$ cat src/rtl/branch_redirect_ctrl.sv
// EX-stage branch resolution: registered PC redirect, wrong-path flush sequencing,
// JAL/JALR link write-back pulse and saturating resolved/taken performance counters.
module branch_redirect_ctrl #(
    parameter int FLUSH_CYCLES = 2,
    parameter int CNT_W        = 16
) (
    input  logic             clk,
    input  logic             rst,
    input  logic             stall,
    input  logic             ex_valid,
    input  logic             ex_branch,
    input  logic             ex_jal,
    input  logic             branch_con,
    input  logic [15:0]      ex_target,
    input  logic [15:0]      ex_pc2,
    input  logic             clr_cnt,
    output logic             redirect,
    output logic [15:0]      redirect_pc,
    output logic             flush_ifid,
    output logic             flush_idex,
    output logic             link_we,
    output logic [15:0]      link_data,
    output logic [CNT_W-1:0] resolved_cnt,
    output logic [CNT_W-1:0] taken_cnt,
    output logic             err
);

    typedef enum logic [1:0] {
        IDLE     = 2'd0,
        REDIRECT = 2'd1,
        FLUSH    = 2'd2
    } state_t;

    localparam logic [2:0] FLUSH_INIT = (FLUSH_CYCLES > 1) ? 3'(FLUSH_CYCLES - 2) : 3'd0;

    state_t     state;
    state_t     state_nxt;
    logic [2:0] fcnt;
    logic [2:0] fcnt_nxt;
    logic       jal_q;
    logic       res;
    logic       take;

    function automatic logic [CNT_W-1:0] sat_inc(input logic [CNT_W-1:0] v);
        return (&v) ? v : v + 1'b1;
    endfunction

    // Only the first EX slot seen in IDLE is on the correct path.
    assign res  = ex_valid & ex_branch & ~stall & (state == IDLE);
    assign take = res & branch_con;

    always_comb begin
        state_nxt = state;
        fcnt_nxt  = fcnt;
        case (state)
            IDLE: begin
                if (take) state_nxt = REDIRECT;
            end
            REDIRECT: begin
                if (!stall) begin
                    if (FLUSH_CYCLES == 1) begin
                        state_nxt = IDLE;
                    end else begin
                        state_nxt = FLUSH;
                        fcnt_nxt  = FLUSH_INIT;
                    end
                end
            end
            FLUSH: begin
                if (!stall) begin
                    if (fcnt == 3'd0) state_nxt = IDLE;
                    else              fcnt_nxt  = fcnt - 1'b1;
                end
            end
            default: state_nxt = IDLE;
        endcase
    end

    always_ff @(posedge clk or negedge rst) begin
        if (!rst) begin
            state <= IDLE;
            fcnt  <= 3'd0;
        end else begin
            state <= state_nxt;
            fcnt  <= fcnt_nxt;
        end
    end

    // Target and link value are captured on the resolve edge and held until the next taken resolve.
    always_ff @(posedge clk or negedge rst) begin
        if (!rst) begin
            redirect_pc <= 16'd0;
            link_data   <= 16'd0;
            jal_q       <= 1'b0;
        end else if (take) begin
            redirect_pc <= ex_target;
            jal_q       <= ex_jal;
            if (ex_jal) link_data <= ex_pc2;
        end
    end

    always_ff @(posedge clk or negedge rst) begin
        if (!rst) begin
            resolved_cnt <= '0;
            taken_cnt    <= '0;
        end else if (clr_cnt) begin
            resolved_cnt <= '0;
            taken_cnt    <= '0;
        end else if (res) begin
            resolved_cnt <= sat_inc(resolved_cnt);
            if (branch_con) taken_cnt <= sat_inc(taken_cnt);
        end
    end

    always_ff @(posedge clk or negedge rst) begin
        if (!rst) begin
            err <= 1'b0;
        end else if (ex_valid & ex_jal & (~ex_branch | ~branch_con)) begin
            err <= 1'b1;
        end
    end

    assign redirect   = (state == REDIRECT);
    assign flush_ifid = (state != IDLE);
    assign flush_idex = (state != IDLE);
    assign link_we    = (state == REDIRECT) & jal_q;

endmodule

$ cat config.mk
export PLATFORM = sky130hd
export DESIGN_NAME = branch_redirect_ctrl
export DESIGN_NICKNAME = d
export VERILOG_FILES = /design/src/rtl/branch_redirect_ctrl.sv
export SDC_FILE = /design/constraint.sdc
export NUM_CORES = 1
export LEC_CHECK = 0
export CAP_MARGIN = 20
export CORE_MARGIN = 2
export CORE_UTILIZATION = 33
export DETAILED_ROUTE_END_ITERATION = 8
export PLACE_DENSITY = 0.72
export SLEW_MARGIN = 20
export SYNTH_ARGS = -nofsm -noshare
export SYNTH_HDL_FRONTEND = slang
export SYNTH_SLANG_ARGS = --single-unit
$ cat constraint.sdc
create_clock -name clk -period 2.17 [get_ports clk]
set_input_delay 0.434 -clock clk [delete_from_list [all_inputs] [get_ports clk]]
set_output_delay 0.434 -clock clk [all_outputs]
set_load 0.03 [all_outputs]
==> results of run 1 <==
## worst max-delay path: stages (launching register included)
cell     delay [ps]
dfrtp_1         380
or4b_4          520
or4_4           570
or4_4           430
a21oi_2         130
## state kept, by name (all words and copies together) (netlist names)
signal and flops:
link_data 16, resolved_cnt 16, jal_q 1, err 1, state 2, taken_cnt 16
fcnt 3, redirect_pc 16
## power by group through the flow
stage	sequential (uW)	combinational, uW	clock [uW]
2_1_floorplan	2280	476	0
3_3_place_gp	1780	1710	0
3_5_place_dp	1800	1740	0
4_1_cts	1780	1730	988
5_1_grt	1820	1830	1050
6_report	1780	1710	950
## cells by family (layout without fill, tap and decap cells)
logic type,Yosys count,count (layout),share of synthesized area [%]
and+or+nand+nor,163,163,23.50
DFF,71,71,51.34
AOI/OAI and AO/OA,52,52,9.834
muxes,32,32,10.34
buffers and inverters,29,161,3.543
adders and majority gates,4,4,1.446
## through the flow
| step | instances | utilization, % | total power, uW |
|---|---|---|---|
| 3_5_place_dp | 605 | 47.69 | 3542 |
| 6_report | 619 | 49.60 | 4444 |
| 4_1_cts | 618 | 49.28 | 4501 |
| 5_1_grt | 619 | 49.60 | 4698 |
| 2_1_floorplan | 351 | - | 2755 |
| 3_3_place_gp | 605 | 47.69 | 3487 |
## cells in the mapped netlist
cell type and count:
a2111oi_0 2, a211oi_1 3, a21oi_1 16, a2bb2oi_1 2
a311oi_1 1, a31o_2 1, a41oi_1 1, and2_1 2
and2b_1 1, and3_1 6, and3b_1 1, and4_1 5
buf_2 2, buf_4 1, buf_6 1, clkbuf_1 14
dfrtp_1 71, ha_1 4, inv_1 11, mux2_2 30
mux2i_1 2, nand2_1 72, nand3_1 9, nand3b_1 1
nand4_1 9, nor2_1 20, nor2b_1 11, nor3_1 4
nor3b_1 1, nor4_1 5, nor4b_1 2, o21a_1 1
o21ai_0 11, o311ai_0 3, o31a_1 1, o31ai_1 7
o41ai_1 3, or2_2 1, or3_1 5, or4_1 7
or4b_4 1
## layout by cell type, fill, tap and decap left out, types with 3 or more instances in the layout
master             n
dfrtp_1           71
buf_4             26
nand4_1            9
and3_1             6
inv_1             11
o21ai_0           11
nand2_1           72
mux2_2            30
clkdlybuf4s50_1  101
a21oi_1           15
ha_1               4
or4_1              5
o31ai_1            6
and4_1             5
nand3_1            9
nor3_1             4
a211oi_1           3
o41ai_1            3
o311ai_0           3
or3_1              5
nor4_1             5
clkbuf_8          12
dlygate4sd2_1      5
nor2b_1           11
buf_12             3
nor2_1            20
## worst max path at each step
stage	depth (start not counted)	from	endpoint	slack, ps
2_1_floorplan	6	state[0]	taken_cnt[14]	-60
3_3_place_gp	5	stall	taken_cnt[14]	-450
3_5_place_dp	5	stall	taken_cnt[14]	-460
4_1_cts	4	state[0]	taken_cnt[14]	-30
5_1_grt	5	state[1]	taken_cnt[12]	10
6_report	4	state[0]	taken_cnt[14]	60
## final cells by class
type                       count  area [um2]  area share (%)
inverter                      11       41.29          0.8136
clock buffer                  12       165.2           3.254
tap                          136       170.2           3.353
multi-input combinational    251        1590           31.34
clock inverter                 1       5.005         0.09862
timing repair buffer         137        1326           26.13
sequential                    71        1777           35.01
## repair_timing
| item | in CTS | in global routing |
|---|---|---|
| buffers inserted | 0 | 1 |
| resized for setup | 6 | 9 |
| pin swaps | 4 | 6 |
| setup endpoints to repair | 11 | 8 |
## routing by layer
layer | up-vias | track usage (%) | wire length (um) | part of all wire, %
met3 | 7 | 5.457 | 664 | 7.2
met4 | 0 | 4.511 | 55 | 0.60
met5 | - | 0 | 0 | 0
li1 | 1503 | - | - | -
met1 | 1579 | 20.29 | 3937 | 43
met2 | 101 | 27.11 | 4506 | 49
==> run_summary.xml, run 1 <==
<?xml version="1.0" encoding="UTF-8"?>
<metrics>
  <group name="run_status">
    <metric name="status" unit="">finished clean</metric>
  </group>
  <group name="setup_path">
    <metric name="critical_path_at" unit="ps">2360</metric>
    <metric name="r2r_start" unit="">state[0]</metric>
    <metric name="critical_path_peak_fanout" unit="">4</metric>
    <metric name="setup.worst_path.start_class" unit="">flop</metric>
    <metric name="critical_path_class" unit="">flop to flop</metric>
    <metric name="end_kind" unit="">flop</metric>
    <metric name="worst_ep_required_time" unit="ps">2430</metric>
    <metric name="rr_worst_depth" unit="">4</metric>
    <metric name="timing.reg2reg.setup_slack" unit="ps">60</metric>
    <metric name="regToRegEndpoint" unit="">taken_cnt[14]</metric>
  </group>
  <group name="sta">
    <metric name="rsz0062_at_grt" unit="">no</metric>
    <metric name="post-route-period-util" unit="%">97.10</metric>
    <metric name="clock-skew-final" unit="ps">14.45</metric>
    <metric name="setup-violations-final" unit="">0</metric>
    <metric name="finalCriticalPeriod" unit="ps">2107</metric>
    <metric name="finalHoldViolCount" unit="">0</metric>
    <metric name="achievable-frequency" unit="MHz">474.6</metric>
    <metric name="worst_slew_pin_slew" unit="ps">457.5</metric>
    <metric name="postLayoutSetupSlackWorst" unit="ps">63.02</metric>
    <metric name="total_neg_setup_slack" unit="ps">0</metric>
    <metric name="hold_ws" unit="ps">37.03</metric>
    <metric name="timing.slew.headroom" unit="%">69.50</metric>
    <metric name="timing_max_transition_violations_final" unit="">0</metric>
  </group>
  <group name="power">
    <metric name="clkPwrFrac" unit="%">21.4</metric>
    <metric name="total_leakage_power" unit="uW">0.002223</metric>
    <metric name="power.ir.vdd_worst" unit="uV">561.5</metric>
    <metric name="int_power" unit="uW">2864</metric>
    <metric name="pwr_density_cell" unit="nW/um2">875.7</metric>
    <metric name="p_comb_share" unit="%">38.5</metric>
    <metric name="sequentialPowerShare" unit="%">40.1</metric>
    <metric name="power.switching" unit="uW">1580</metric>
    <metric name="sw_frac_of_total" unit="%">35.56</metric>
  </group>
  <group name="route">
    <metric name="drc_errors" unit="">0</metric>
    <metric name="antenna_violating_nets_remaining" unit="">0</metric>
    <metric name="routed_length_per_placed_instance" unit="um">14.80</metric>
    <metric name="finalWirelength" unit="mm">9.163</metric>
    <metric name="dr.first_iter.drc_count" unit="">122</metric>
    <metric name="drt_pre_antenna_iters" unit="">4</metric>
    <metric name="vias_per_cell" unit="">5.153</metric>
    <metric name="vias" unit="">3190</metric>
  </group>
  <group name="global_route">
    <metric name="grt.total_usage" unit="%">16.33</metric>
    <metric name="grt_max_degree" unit="">40</metric>
    <metric name="first_global_vias" unit="">3076</metric>
    <metric name="antenna_found_initial" unit="">0</metric>
    <metric name="first_pass_grt_wire_length" unit="mm">14.90</metric>
    <metric name="globalRoute.totalOverflow" unit="">0</metric>
  </group>
  <group name="placement">
    <metric name="gp_congestion" unit="">0.8536</metric>
    <metric name="post_place_setup_slack" unit="ps">-464.5</metric>
    <metric name="postPlaceCellArea" unit="um2">4880</metric>
    <metric name="half_perimeter_wire_length_after_detailed_placement" unit="mm">6.660</metric>
    <metric name="io_buffer_count" unit="">108</metric>
  </group>
  <group name="floorplan">
    <metric name="dieArea" unit="um2">11320</metric>
    <metric name="placement_rows" unit="">37</metric>
    <metric name="number_of_primary_i_o_pins" unit="">109</metric>
    <metric name="dieHeight" unit="um">106.4</metric>
    <metric name="chipWidth" unit="um">106.4</metric>
    <metric name="core" unit="um2">10230</metric>
    <metric name="initial_core_util" unit="%">33.83</metric>
  </group>
  <group name="clock_network">
    <metric name="ctsLongestPathBuffers" unit="">2</metric>
    <metric name="cts_hold_buf" unit="">0</metric>
    <metric name="cts-buffers-inserted" unit="">9</metric>
    <metric name="clock_latency_reported_for_the_late_side_of_the_worst_skew_pair" unit="ps">340</metric>
    <metric name="htree_levels" unit="">3</metric>
    <metric name="clock-sinks" unit="">71</metric>
    <metric name="cts_tree" unit="">done</metric>
    <metric name="cts_root_buf" unit="">clkbuf_8</metric>
    <metric name="clock_transition_at_the_registers_of_the_reported_paths" unit="ps">80</metric>
  </group>
  <group name="yosys">
    <metric name="seq_cells_post_synth" unit="">71</metric>
    <metric name="post_synth_inst_count" unit="">351</metric>
    <metric name="postSynthNetCount" unit="">395</metric>
    <metric name="synthDominantCellAreaShare" unit="%">51.34</metric>
    <metric name="synth_top_cell_by_area" unit="">dfrtp_1</metric>
    <metric name="count_of_yosys_warnings_during_synthesis" unit="">0</metric>
    <metric name="netlist_top_cells_area" unit="">dfrtp_1, mux2_2, nand2_1, a21oi_1, nor2_1</metric>
    <metric name="mean_syn_cell_area" unit="um2">9.860</metric>
    <metric name="yosys.cell_types.count" unit="">41</metric>
    <metric name="netlist_area_before_placement" unit="um2">3461</metric>
    <metric name="share_of_synthesized_area_occupied_by_flip_flops_and_latches" unit="%">51.34</metric>
  </group>
  <group name="final_layout">
    <metric name="finalNetCount" unit="">525</metric>
    <metric name="antenna_cells" unit="">0</metric>
    <metric name="post-route-cell-area" unit="um2">5075</metric>
    <metric name="areaGrowthSynthToFinish" unit="%">46.64</metric>
    <metric name="n_fill_cell" unit="">942</metric>
    <metric name="drive_above_1_share" unit="%">17.18</metric>
  </group>
  <group name="min_path">
    <metric name="hold_path_class" unit="">input pin to asynchronous set/reset pin</metric>
  </group>
  <group name="job">
    <metric name="drv_cap" unit="">0</metric>
  </group>
</metrics>
No activity file was read; power rests on OpenSTA's default activity.
==> run 2: changes to the inputs <==
--- a/config.mk
+++ b/config.mk
@@ -14,3 +14,4 @@
 export SYNTH_ARGS = -nofsm -noshare
 export SYNTH_HDL_FRONTEND = slang
 export SYNTH_SLANG_ARGS = --single-unit
+export TNS_END_PERCENT = 50
==> constraint.sdc (replaced) <==
create_clock -name clk -period 2.17 [get_ports clk]
set_input_delay 0.3255 -clock clk [delete_from_list [all_inputs] [get_ports clk]]
set_output_delay 0.3255 -clock clk [all_outputs]
set_load 0.03 [all_outputs]
==> run 2 against run 1 <==
Against the previous run:
- flip-flop and latch count is the same
- power shrank 0.19%
- count of clock-buffer cells in the layout grew 1
- register-to-register slack gained 20 ps
- worst setup slack lost 33 ps
- clock power shrank 1%
- combinational power is essentially flat
- die area is the same
- clock skew shrank 9.5 ps
- cell area shrank 0.15%
- largest power group unchanged
==> run_summary.xml, run 2 (synthesis gave the netlist of run 1 again) <==
<?xml version="1.0" encoding="UTF-8"?>
<metrics>
  <group name="sta">
    <metric name="clock-skew-final" unit="ps">4.957</metric>
    <metric name="worst_slew_pin_slew" unit="ps">518.0</metric>
    <metric name="post-route-period-util" unit="%">98.62</metric>
    <metric name="achievable-frequency" unit="MHz">467.3</metric>
    <metric name="finalCriticalPeriod" unit="ps">2140</metric>
    <metric name="timing_max_transition_violations_final" unit="">0</metric>
    <metric name="postLayoutSetupSlackWorst" unit="ps">29.96</metric>
    <metric name="timing.slew.headroom" unit="%">65.46</metric>
    <metric name="setup-violations-final" unit="">0</metric>
    <metric name="rsz0062_at_grt" unit="">no</metric>
    <metric name="finalHoldViolCount" unit="">0</metric>
  </group>
  <group name="power">
    <metric name="p_comb_share" unit="%">38.8</metric>
    <metric name="sequentialPowerShare" unit="%">40.1</metric>
    <metric name="pwr_density_cell" unit="nW/um2">875.4</metric>
    <metric name="int_power" unit="uW">2849</metric>
    <metric name="total_leakage_power" unit="uW">0.002237</metric>
    <metric name="power.switching" unit="uW">1586</metric>
    <metric name="sw_frac_of_total" unit="%">35.76</metric>
    <metric name="power.ir.vdd_worst" unit="uV">654.1</metric>
    <metric name="finalPower" unit="uW">4436</metric>
    <metric name="clkPwrFrac" unit="%">21.2</metric>
  </group>
  <group name="floorplan">
    <metric name="placement_rows" unit="">37</metric>
    <metric name="chipWidth" unit="um">106.4</metric>
    <metric name="dieArea" unit="um2">11320</metric>
    <metric name="initial_core_util" unit="%">33.83</metric>
    <metric name="core" unit="um2">10230</metric>
    <metric name="dieHeight" unit="um">106.4</metric>
    <metric name="number_of_primary_i_o_pins" unit="">109</metric>
  </group>
  <group name="setup_path">
    <metric name="setup.worst_path.start_class" unit="">input pin</metric>
    <metric name="critical_path_class" unit="">input pin to flop</metric>
    <metric name="end_kind" unit="">flop</metric>
    <metric name="critical_path_peak_fanout" unit="">7</metric>
    <metric name="critical_path_at" unit="ps">2410</metric>
    <metric name="worst_ep_required_time" unit="ps">2440</metric>
  </group>
  <group name="route">
    <metric name="routed_length_per_placed_instance" unit="um">14.90</metric>
    <metric name="drt_pre_antenna_iters" unit="">4</metric>
    <metric name="antenna_violating_nets_remaining" unit="">0</metric>
    <metric name="drc_errors" unit="">0</metric>
    <metric name="vias" unit="">3156</metric>
    <metric name="dr.first_iter.drc_count" unit="">130</metric>
    <metric name="vias_per_cell" unit="">5.115</metric>
    <metric name="finalWirelength" unit="mm">9.195</metric>
  </group>
  <group name="global_route">
    <metric name="globalRoute.totalOverflow" unit="">0</metric>
    <metric name="grt.total_usage" unit="%">16.66</metric>
    <metric name="antenna_found_initial" unit="">0</metric>
    <metric name="first_pass_grt_wire_length" unit="mm">15.04</metric>
    <metric name="first_global_vias" unit="">3158</metric>
    <metric name="grt_max_degree" unit="">38</metric>
  </group>
  <group name="clock_network">
    <metric name="clock_transition_at_the_registers_of_the_reported_paths" unit="ps">70</metric>
    <metric name="htree_levels" unit="">3</metric>
    <metric name="cts_tree" unit="">done</metric>
    <metric name="clock_latency_reported_for_the_late_side_of_the_worst_skew_pair" unit="ps">340</metric>
    <metric name="cts_root_buf" unit="">clkbuf_8</metric>
    <metric name="clock-sinks" unit="">71</metric>
    <metric name="ctsLongestPathBuffers" unit="">2</metric>
    <metric name="cts-buffers-inserted" unit="">9</metric>
  </group>
  <group name="final_layout">
    <metric name="antenna_cells" unit="">0</metric>
    <metric name="layout.core_utilization" unit="%">49.53</metric>
    <metric name="n_fill_cell" unit="">928</metric>
    <metric name="drive_above_1_share" unit="%">16.01</metric>
    <metric name="finalNetCount" unit="">522</metric>
    <metric name="areaGrowthSynthToFinish" unit="%">46.42</metric>
    <metric name="post-route-cell-area" unit="um2">5067</metric>
    <metric name="layout_commonest_cell" unit="">clkdlybuf4s50_1</metric>
    <metric name="layout_common_cells" unit="">clkdlybuf4s50_1, nand2_1, dfrtp_1, mux2_2, buf_4</metric>
    <metric name="register_area" unit="um2">1777</metric>
    <metric name="multi_input_comb_area" unit="um2">1597</metric>
  </group>
  <group name="job">
    <metric name="drv_cap" unit="">0</metric>
  </group>
  <group name="placement">
    <metric name="io_buffer_count" unit="">108</metric>
    <metric name="postPlaceCellArea" unit="um2">4857</metric>
    <metric name="gp_congestion" unit="">0.8517</metric>
    <metric name="half_perimeter_wire_length_after_detailed_placement" unit="mm">6.547</metric>
    <metric name="post_place_setup_slack" unit="ps">-342.4</metric>
  </group>
  <group name="run_status">
    <metric name="status" unit="">finished clean</metric>
  </group>
  <group name="min_path">
    <metric name="hold_path_class" unit="">input pin to flop</metric>
  </group>
</metrics>
## run 2: area by class of cell
class | instances | area share, %
flip-flops and latches | 71 | 35.06
well taps | 136 | 3.358
multi-input cells | 251 | 31.51
clock buffers | 13 | 3.136
inverters | 11 | 0.8148
repair buffers | 134 | 26.02
clock inverters | 1 | 0.09877
## run 2: path summary, 6_finish.rpt
kind                       cells past startpoint  slack [ps]     start          endpoint
max                                            5          30  ex_valid     taken_cnt[14]
min                                            3         350     stall          state[1]
max reg2reg                                    4          80  state[1]     taken_cnt[14]
min reg2reg                                    2         470     jal_q             jal_q
max in group asynchronous                      3        1100       rst    redirect_pc[1]
min in group asynchronous                      2         490       rst  resolved_cnt[13]
## run 2: repair_timing
| item | in CTS | in global routing |
|---|---|---|
| setup buffers | 0 | 0 |
| hold buffers | 1 | 0 |
| gates resized for setup | 2 | 9 |
| endpoints found under the setup margin | 2 | 11 |
| pin swaps | 0 | 1 |
| endpoints found under the hold margin | 36 | 0 |
## run 2: metal layers
| metal | wire length [um] | global-route usage, % | vias to the layer above | share of wire [%] |
|---|---|---|---|---|
| met3 | 670 | 4.721 | 15 | 7.3 |
| met2 | 4326 | 27.34 | 101 | 47 |
| met5 | 0 | 0 | - | 0 |
| met4 | 162 | 7.425 | 0 | 1.8 |
| li1 | - | - | 1499 | - |
| met1 | 4035 | 20.33 | 1541 | 44 |
## run 2: per-stage QoR
step,instances,hold WS [ps],TNS [ps]
2_1_floorplan,351,29.91,-61.46
3_3_place_gp,602,325.5,-2939
3_5_place_dp,602,335.0,-3302
4_1_cts,617,474.9,0
5_1_grt,617,367.6,0
6_report,617,352.5,0
## run 2: critical path, stage by stage
cell             delay [ps]
clkdlybuf4s50_1         500
or4b_4                  480
or4_4                   570
or4_1                   420
a21oi_1                 130
## run 2: power by group through the flow
stage                     Combinational [uW]  Clock, uW  Sequential (uW)
after global routing                    1840       1030             1820
final                                   1720        940             1780
after global placement                  1700          0             1780
after floorplan                          476          0             2280
after CTS                               1740        975             1780
after detailed placement                1740          0             1800
==> run 3: changes to the inputs <==
--- a/config.mk
+++ b/config.mk
@@ -14,4 +14,4 @@
 export SYNTH_ARGS = -nofsm -noshare
 export SYNTH_HDL_FRONTEND = slang
 export SYNTH_SLANG_ARGS = --single-unit
-export TNS_END_PERCENT = 50
+export TNS_END_PERCENT = 1
==> run 3 against run 2 <==
Against the previous run:
- cell area shrank 0.44%
- worst setup slack worse by 23 ps
- first-iteration DRC count rose by 7.7%
==> run_summary.xml, run 3 (synthesis gave the netlist of run 1 again) <==
<?xml version="1.0" encoding="UTF-8"?>
<metrics>
  <group name="final_layout">
    <metric name="n_fill_cell" unit="">931</metric>
    <metric name="layout_common_cells" unit="">clkdlybuf4s50_1, nand2_1, dfrtp_1, mux2_2, buf_4</metric>
    <metric name="finalNetCount" unit="">522</metric>
    <metric name="layout_commonest_cell" unit="">clkdlybuf4s50_1</metric>
    <metric name="drive_above_1_share" unit="%">15.38</metric>
    <metric name="layout.core_utilization" unit="%">49.31</metric>
    <metric name="antenna_cells" unit="">0</metric>
    <metric name="areaGrowthSynthToFinish" unit="%">45.77</metric>
    <metric name="post-route-cell-area" unit="um2">5045</metric>
  </group>
  <group name="sta">
    <metric name="post-route-period-util" unit="%">99.68</metric>
    <metric name="timing_max_transition_violations_final" unit="">0</metric>
    <metric name="rsz0062_at_grt" unit="">yes</metric>
    <metric name="total_neg_setup_slack" unit="ps">0</metric>
    <metric name="finalCriticalPeriod" unit="ps">2163</metric>
    <metric name="clock-skew-final" unit="ps">5.166</metric>
    <metric name="achievable-frequency" unit="MHz">462.3</metric>
    <metric name="setup-violations-final" unit="">0</metric>
    <metric name="finalHoldViolCount" unit="">0</metric>
    <metric name="worst_slew_pin_slew" unit="ps">515.9</metric>
    <metric name="postLayoutSetupSlackWorst" unit="ps">6.896</metric>
    <metric name="timing.slew.headroom" unit="%">65.61</metric>
  </group>
  <group name="clock_network">
    <metric name="cts-buffers-inserted" unit="">9</metric>
    <metric name="cts_tree" unit="">done</metric>
    <metric name="postCtsSetupRepairBufs" unit="">0</metric>
    <metric name="cts_root_buf" unit="">clkbuf_8</metric>
    <metric name="clock-sinks" unit="">71</metric>
    <metric name="clock_transition_at_the_registers_of_the_reported_paths" unit="ps">70</metric>
    <metric name="ctsLongestPathBuffers" unit="">2</metric>
    <metric name="htree_levels" unit="">3</metric>
    <metric name="clock_latency_reported_for_the_late_side_of_the_worst_skew_pair" unit="ps">350</metric>
  </group>
  <group name="setup_path">
    <metric name="cp-startpoint" unit="">stall</metric>
    <metric name="path_cells" unit="">clkdlybuf4s50_1, or4b_4, or4_4, buf_4, o31ai_1, a21oi_1</metric>
    <metric name="cp_slowest_cell" unit="">or4_4</metric>
    <metric name="r2r_start" unit="">state[1]</metric>
    <metric name="critical_path_peak_fanout" unit="">7</metric>
    <metric name="end_kind" unit="">flop</metric>
    <metric name="critical_path.max_stage_delay" unit="ps">560</metric>
    <metric name="critical_path_at" unit="ps">2390</metric>
    <metric name="critPathTopFamily" unit="">simple AND/OR/NAND/NOR gates</metric>
    <metric name="worst_ep_required_time" unit="ps">2390</metric>
    <metric name="critical_path_class" unit="">input pin to flop</metric>
    <metric name="worst-path-buf-inv" unit="">2</metric>
    <metric name="setup.worst_path.start_class" unit="">input pin</metric>
  </group>
  <group name="run_status">
    <metric name="status" unit="">finished clean</metric>
  </group>
  <group name="route">
    <metric name="vias" unit="">3156</metric>
    <metric name="dr.first_iter.drc_count" unit="">140</metric>
    <metric name="routed_length_per_placed_instance" unit="um">14.79</metric>
    <metric name="drt_pre_antenna_iters" unit="">4</metric>
    <metric name="vias_per_cell" unit="">5.115</metric>
    <metric name="drc_errors" unit="">0</metric>
    <metric name="finalWirelength" unit="mm">9.124</metric>
    <metric name="antenna_violating_nets_remaining" unit="">0</metric>
  </group>
  <group name="placement">
    <metric name="half_perimeter_wire_length_after_detailed_placement" unit="mm">6.547</metric>
    <metric name="post_place_setup_slack" unit="ps">-342.4</metric>
    <metric name="postPlaceCellArea" unit="um2">4857</metric>
    <metric name="io_buffer_count" unit="">108</metric>
    <metric name="gp_congestion" unit="">0.8517</metric>
  </group>
  <group name="floorplan">
    <metric name="dieArea" unit="um2">11320</metric>
    <metric name="chipWidth" unit="um">106.4</metric>
    <metric name="dieHeight" unit="um">106.4</metric>
    <metric name="initial_core_util" unit="%">33.83</metric>
    <metric name="number_of_primary_i_o_pins" unit="">109</metric>
    <metric name="placement_rows" unit="">37</metric>
    <metric name="core" unit="um2">10230</metric>
  </group>
  <group name="global_route">
    <metric name="grt.total_usage" unit="%">16.66</metric>
    <metric name="grt_max_degree" unit="">38</metric>
    <metric name="first_global_vias" unit="">3158</metric>
    <metric name="antenna_found_initial" unit="">0</metric>
    <metric name="globalRoute.totalOverflow" unit="">0</metric>
    <metric name="first_pass_grt_wire_length" unit="mm">15.04</metric>
  </group>
  <group name="power">
    <metric name="p_comb_share" unit="%">38.8</metric>
    <metric name="finalPower" unit="uW">4433</metric>
    <metric name="int_power" unit="uW">2850</metric>
    <metric name="sw_frac_of_total" unit="%">35.72</metric>
    <metric name="sequentialPowerShare" unit="%">40.1</metric>
    <metric name="clkPwrFrac" unit="%">21.1</metric>
    <metric name="power.ir.vdd_worst" unit="uV">653.5</metric>
    <metric name="pwr_density_cell" unit="nW/um2">878.8</metric>
    <metric name="total_leakage_power" unit="uW">0.002222</metric>
    <metric name="power.switching" unit="uW">1583</metric>
  </group>
  <group name="job">
    <metric name="drv_cap" unit="">0</metric>
  </group>
  <group name="min_path">
    <metric name="holdCritStartpoint" unit="">jal_q</metric>
    <metric name="hold_path_class" unit="">flop to flop</metric>
  </group>
</metrics>
run 3: timing repair:
action | 4_1_cts | 5_1_grt
gates resized for setup | 2 | 4
pin swaps | 0 | 1
hold buffers | 1 | 0
setup endpoints to repair | 2 | 11
hold endpoints to repair | 36 | 0
run 3: layer usage:
layer / vias up / GRT usage, % / part of all wire (%)
li1: 1505 / - / -
met1: 1545 / 20.33 / 45
met2: 93 / 27.34 / 47
met3: 13 / 4.721 / 7.2
met4: 0 / 7.425 / 1.6
met5: - / 0 / 0
run 3: path summary, 6_finish.rpt:
kind / endpoint / slack [ps] / depth (start not counted)
worst min-delay path: jal_q / 470 / 2
worst min register to register: jal_q / 470 / 2
min in group asynchronous: resolved_cnt[13] / 490 / 2
worst max-delay path: taken_cnt[14] / 7 / 6
max in group asynchronous: redirect_pc[1] / 1100 / 3
worst max register to register: taken_cnt[14] / 70 / 5
run 3: through the flow:
stage               hold WS (ps)  std cells
detailed placement         335.0        602
finish                     470.6        617
global placement           325.5        602
global route               502.7        617
CTS                        474.9        617
floorplan                  29.91        351
run 3: layout make-up:
cell class	count	area (um2)	share of cell area [%]
sequential	71	1777	35.22
multi-input combinational	251	1577	31.25
timing repair buffer	134	1316	26.09
tap	136	170.2	3.373
clock buffer	13	158.9	3.150
inverter	11	41.29	0.8185
clock inverter	1	5.005	0.09921
run 3: worst min-delay path, delay by kind of cell, from the launching register on:
family	cells	cell delay, ps
and+or+nand+nor	2	100
DFF	1	340
run 3: power groups by stage:
stage / Combinational [uW] / Sequential (uW) / Clock (uW)
after global routing: 1840 / 1820 / 1030
after global placement: 1700 / 1780 / 0
final: 1720 / 1780 / 936
after floorplan: 476 / 2280 / 0
after CTS: 1740 / 1780 / 975
after detailed placement: 1740 / 1800 / 0
==> RTL change 1 (settings of run 2) <==
Change the parameter `CNT_W` from 16 to 12.
--- a/src/rtl/branch_redirect_ctrl.sv
+++ b/src/rtl/branch_redirect_ctrl.sv
@@ -3,5 +3,5 @@
 module branch_redirect_ctrl #(
     parameter int FLUSH_CYCLES = 2,
-    parameter int CNT_W        = 16
+    parameter int CNT_W        = 12
 ) (
     input  logic             clk,
Ports: changed (resized resolved_cnt and taken_cnt); port bits go from 109 to 101. No check against the original RTL was run, so the function may have changed too.
==> RTL change 1 against run 2 <==
Total power decreased by 4.2%. Critical path depth increased by 1. Wire length decreased by 21%. Combinational power decreased by 3%. Core utilization increased by 1.2 points. Sequential cell count decreased by 8. Largest power group is now combinational logic. Final area decreased by 14%. Worst setup slack improved by 0.17 ns. Sequential power decreased by 9%. Maximum frequency increased by 8.7%. Sequential share of layout area increased by 0.95 points. Area after synthesis decreased by 16%.
==> RTL change 1: results (changes against run 2) <==
leading post-synthesis cells by cell area dfrtp_1 54%, nand2_1 8.2%, mux2_1 6.9%, a21oi_1 2.7%, or4_1 2.6%; pin count of the biggest net entering global routing 64 (+68%); Worst path slowest cell or4_1; R2R cell count 6 (+2); P_sw 1.52 mW (-3.9%); combinational power 1.67 mW (-3%); DP Cell Count 503 (-16%); crit-path max FO 12 (+5); DR WL met3 491 µm (-27%); crit path time final 1.97 ns (-0.172 ns); sequential power 1.62 mW (-9%); Slew @ Worst Pin 0.602 ns (+0.0842 ns); FF-to-FF End resolved_cnt[4]; vias in the first global route 2582 (-18%); gr usage total 0.152 (-0.0146); Lkg Pwr 1.93 nW (-14%); WL/cell 14.0 µm (-6.0%); Post-Route WL 7260 µm (-21%); met1 Use GR 0.210 (+0.00702); port bufs 100 (-7.4%); DRT iter0 DRCs 132 (+1.5%); Synthesized Nets 328 (-17%); WP data arrival 2.20 ns (-0.21 ns); CP max stage delay 0.46 ns (-0.11 ns); Post-Route Utilization 0.507 (+0.0117); DPL Wire Length 5290 µm (-19%); R2R setup slack 0.20 ns (+0.12 ns); status finished clean; met2 Usage GRT 0.230 (-0.0436); WL met2 3270 µm (-25%); WHS 0.00450 ns (-0.348 ns); met3 Track Usage GR 0.0422 (-0.00498); fraction of layout cells with a size suffix above 1 0.120 (-0.0406)
RTL change 1: cell types whose count changed in the layout (fill, tap and decap cells not counted), moves of 7 or more:
| cell | delta |
|---|---|
| dfrtp_1 | -8 |
| mux2_1 | +18 |
| clkdlybuf4s50_1 | -7 |
| nor2b_1 | -9 |
| nand2_1 | -8 |
| mux2_2 | -29 |
| nor2_1 | -13 |
RTL change 1: repair_timing:
item | in CTS | in global routing
hold buffers | 0 | 0
buffers inserted | 0 | 0
endpoints found under the setup margin | 2 | 3
gates resized for setup | 2 | 3
RTL change 1: cell families after synthesis:
group | share of synthesized area
AOI/OAI and AO/OA | 0.119
adders and majority gates | 0.0171
buffers and inverters | 0.0329
DFF | 0.539
muxes | 0.0732
and+or+nand+nor | 0.218
RTL change 1: cell type report:
type | instances | area share
clock buffer | 9 | 0.0283
clock inverter | 6 | 0.0143
inverter | 12 | 0.0103
multi-input combinational | 199 | 0.286
sequential | 63 | 0.360
tap | 108 | 0.0309
timing repair buffer | 121 | 0.270
==> RTL change 2 (settings of run 2) <==
Without the edit above. Reset style: synchronous (`rst`), changed in 4 clocked blocks.
--- a/src/rtl/branch_redirect_ctrl.sv
+++ b/src/rtl/branch_redirect_ctrl.sv
@@ -77,5 +77,5 @@
     end
 
-    always_ff @(posedge clk or negedge rst) begin
+    always_ff @(posedge clk) begin
         if (!rst) begin
             state <= IDLE;
@@ -88,5 +88,5 @@
 
     // Target and link value are captured on the resolve edge and held until the next taken resolve.
-    always_ff @(posedge clk or negedge rst) begin
+    always_ff @(posedge clk) begin
         if (!rst) begin
             redirect_pc <= 16'd0;
@@ -100,5 +100,5 @@
     end
 
-    always_ff @(posedge clk or negedge rst) begin
+    always_ff @(posedge clk) begin
         if (!rst) begin
             resolved_cnt <= '0;
@@ -113,5 +113,5 @@
     end
 
-    always_ff @(posedge clk or negedge rst) begin
+    always_ff @(posedge clk) begin
         if (!rst) begin
             err <= 1'b0;
Check against the original RTL: differs if rst is asserted again (counterexample within 4 cycles, from zero or initial values and one cycle with rst low); with rst held inactive, the same outputs for 10 cycles.
==> RTL change 2 against run 2 <==
Final area decreased by 1.6%. Wire length increased by 2.3%. Worst setup slack improved by 0.028 ns. Sequential cell count unchanged. Area after synthesis decreased by 2.8%. Critical path depth unchanged. Worst hold slack improved by 0.11 ns. Largest cell class is now multi-input combinational cells.
Power is not compared: it rests on default switching activity, and its combinational part moved more than twofold at a synthesized area within 25%.
==> RTL change 2: results (changes against run 2) <==
gr usage total 0.171 (+0.00489); status finished clean; pin count of the biggest net entering global routing 40 (+5.3%); Net count, final 573 (+9.8%); DRT iter0 DRCs 93 (-28%); gpl congestion 0.839 (-1.5%); DP Cell Count 651 (+8.1%); dpl ws -0.336 ns (+0.00597 ns); WP data arrival 2.38 ns (-0.03 ns); number of fill cells 978 (+5.4%); Layout Cells excl Fill 667 (+8.1%); ys async rst share 0 (-1.00); crit-path max FO 7 (unchanged); DPL Wire Length 6950 µm (+6.1%); post-synth cell types 49 (+20%); register area share after synthesis 0.423 (-0.0908); Worst path slowest cell or4b_4; Synthesized Nets 446 (+13%); setup bufs post-CTS 0 (unchanged); Vias 3355 (+6.3%); clk_skew 0.0126 ns (+0.00764 ns); Syn Area/Cell 8.37 µm² (-15%); Synth top cells by count 87 x nand2_1, 71 x dfxtp_1, 33 x a21boi_0; vias in the first global route 3263 (+3.3%); type of the most critical hold path reg -> reg
RTL change 2: final timing paths:
path,cells after the start,to,from,slack (ns)
worst min register to register,2,redirect_pc[14],redirect_pc[14],0.46
worst max register to register,4,resolved_cnt[9],state[1],0.18
worst max-delay path,5,resolved_cnt[9],stall,0.06
worst min-delay path,2,redirect_pc[14],redirect_pc[14],0.46
RTL change 2: repair_timing:
item,in CTS,in global routing
hold buffers,0,0
resized for setup,1,1
setup endpoints to repair,1,3
gates cloned,0,0
RTL change 2: cells by family after synthesis:
logic type	after synthesis	synth area share
simple gates	193	0.292
compound gates	90	0.192
flops	71	0.423
buf+inv	32	0.0420
mux	12	0.0357
fa+ha+maj	4	0.0149
RTL change 2: layer usage:
| layer | GRT usage | part of all wire |
|---|---|---|
| met5 | 0 | 0 |
| met4 | 0.0552 | 0.012 |
| met3 | 0.0724 | 0.089 |
| met2 | 0.276 | 0.46 |
| met1 | 0.206 | 0.44 |
RTL change 2: through the flow:
stage,hold slack [ns],cell area (µm²)
global route,0.490,4990
detailed placement,0.457,4740
floorplan,0.470,3370
CTS,0.467,4980
finish,0.463,4990
global placement,0.449,4740
RTL change 2: power breakdown:
group | leakage, nW | switching, mW | internal, mW | total [mW]
clock network | 0.120 | 0.540 | 0.768 | 1.31
registers | 0.573 | 0.00727 | 1.31 | 1.32
logic | 0.993 | 0.110 | 0.131 | 0.241
RTL change 2: layout make-up:
type / count / area, µm² / area share
Multi-Input combinational cell: 299 / 1810 / 0.362
Sequential cell: 71 / 1420 / 0.285
Tap cell: 133 / 166 / 0.0334
Timing Repair Buffer: 140 / 1320 / 0.265
Clock buffer: 9 / 124 / 0.0248
Clock inverter: 7 / 120 / 0.0241
Inverter: 8 / 30.0 / 0.00602
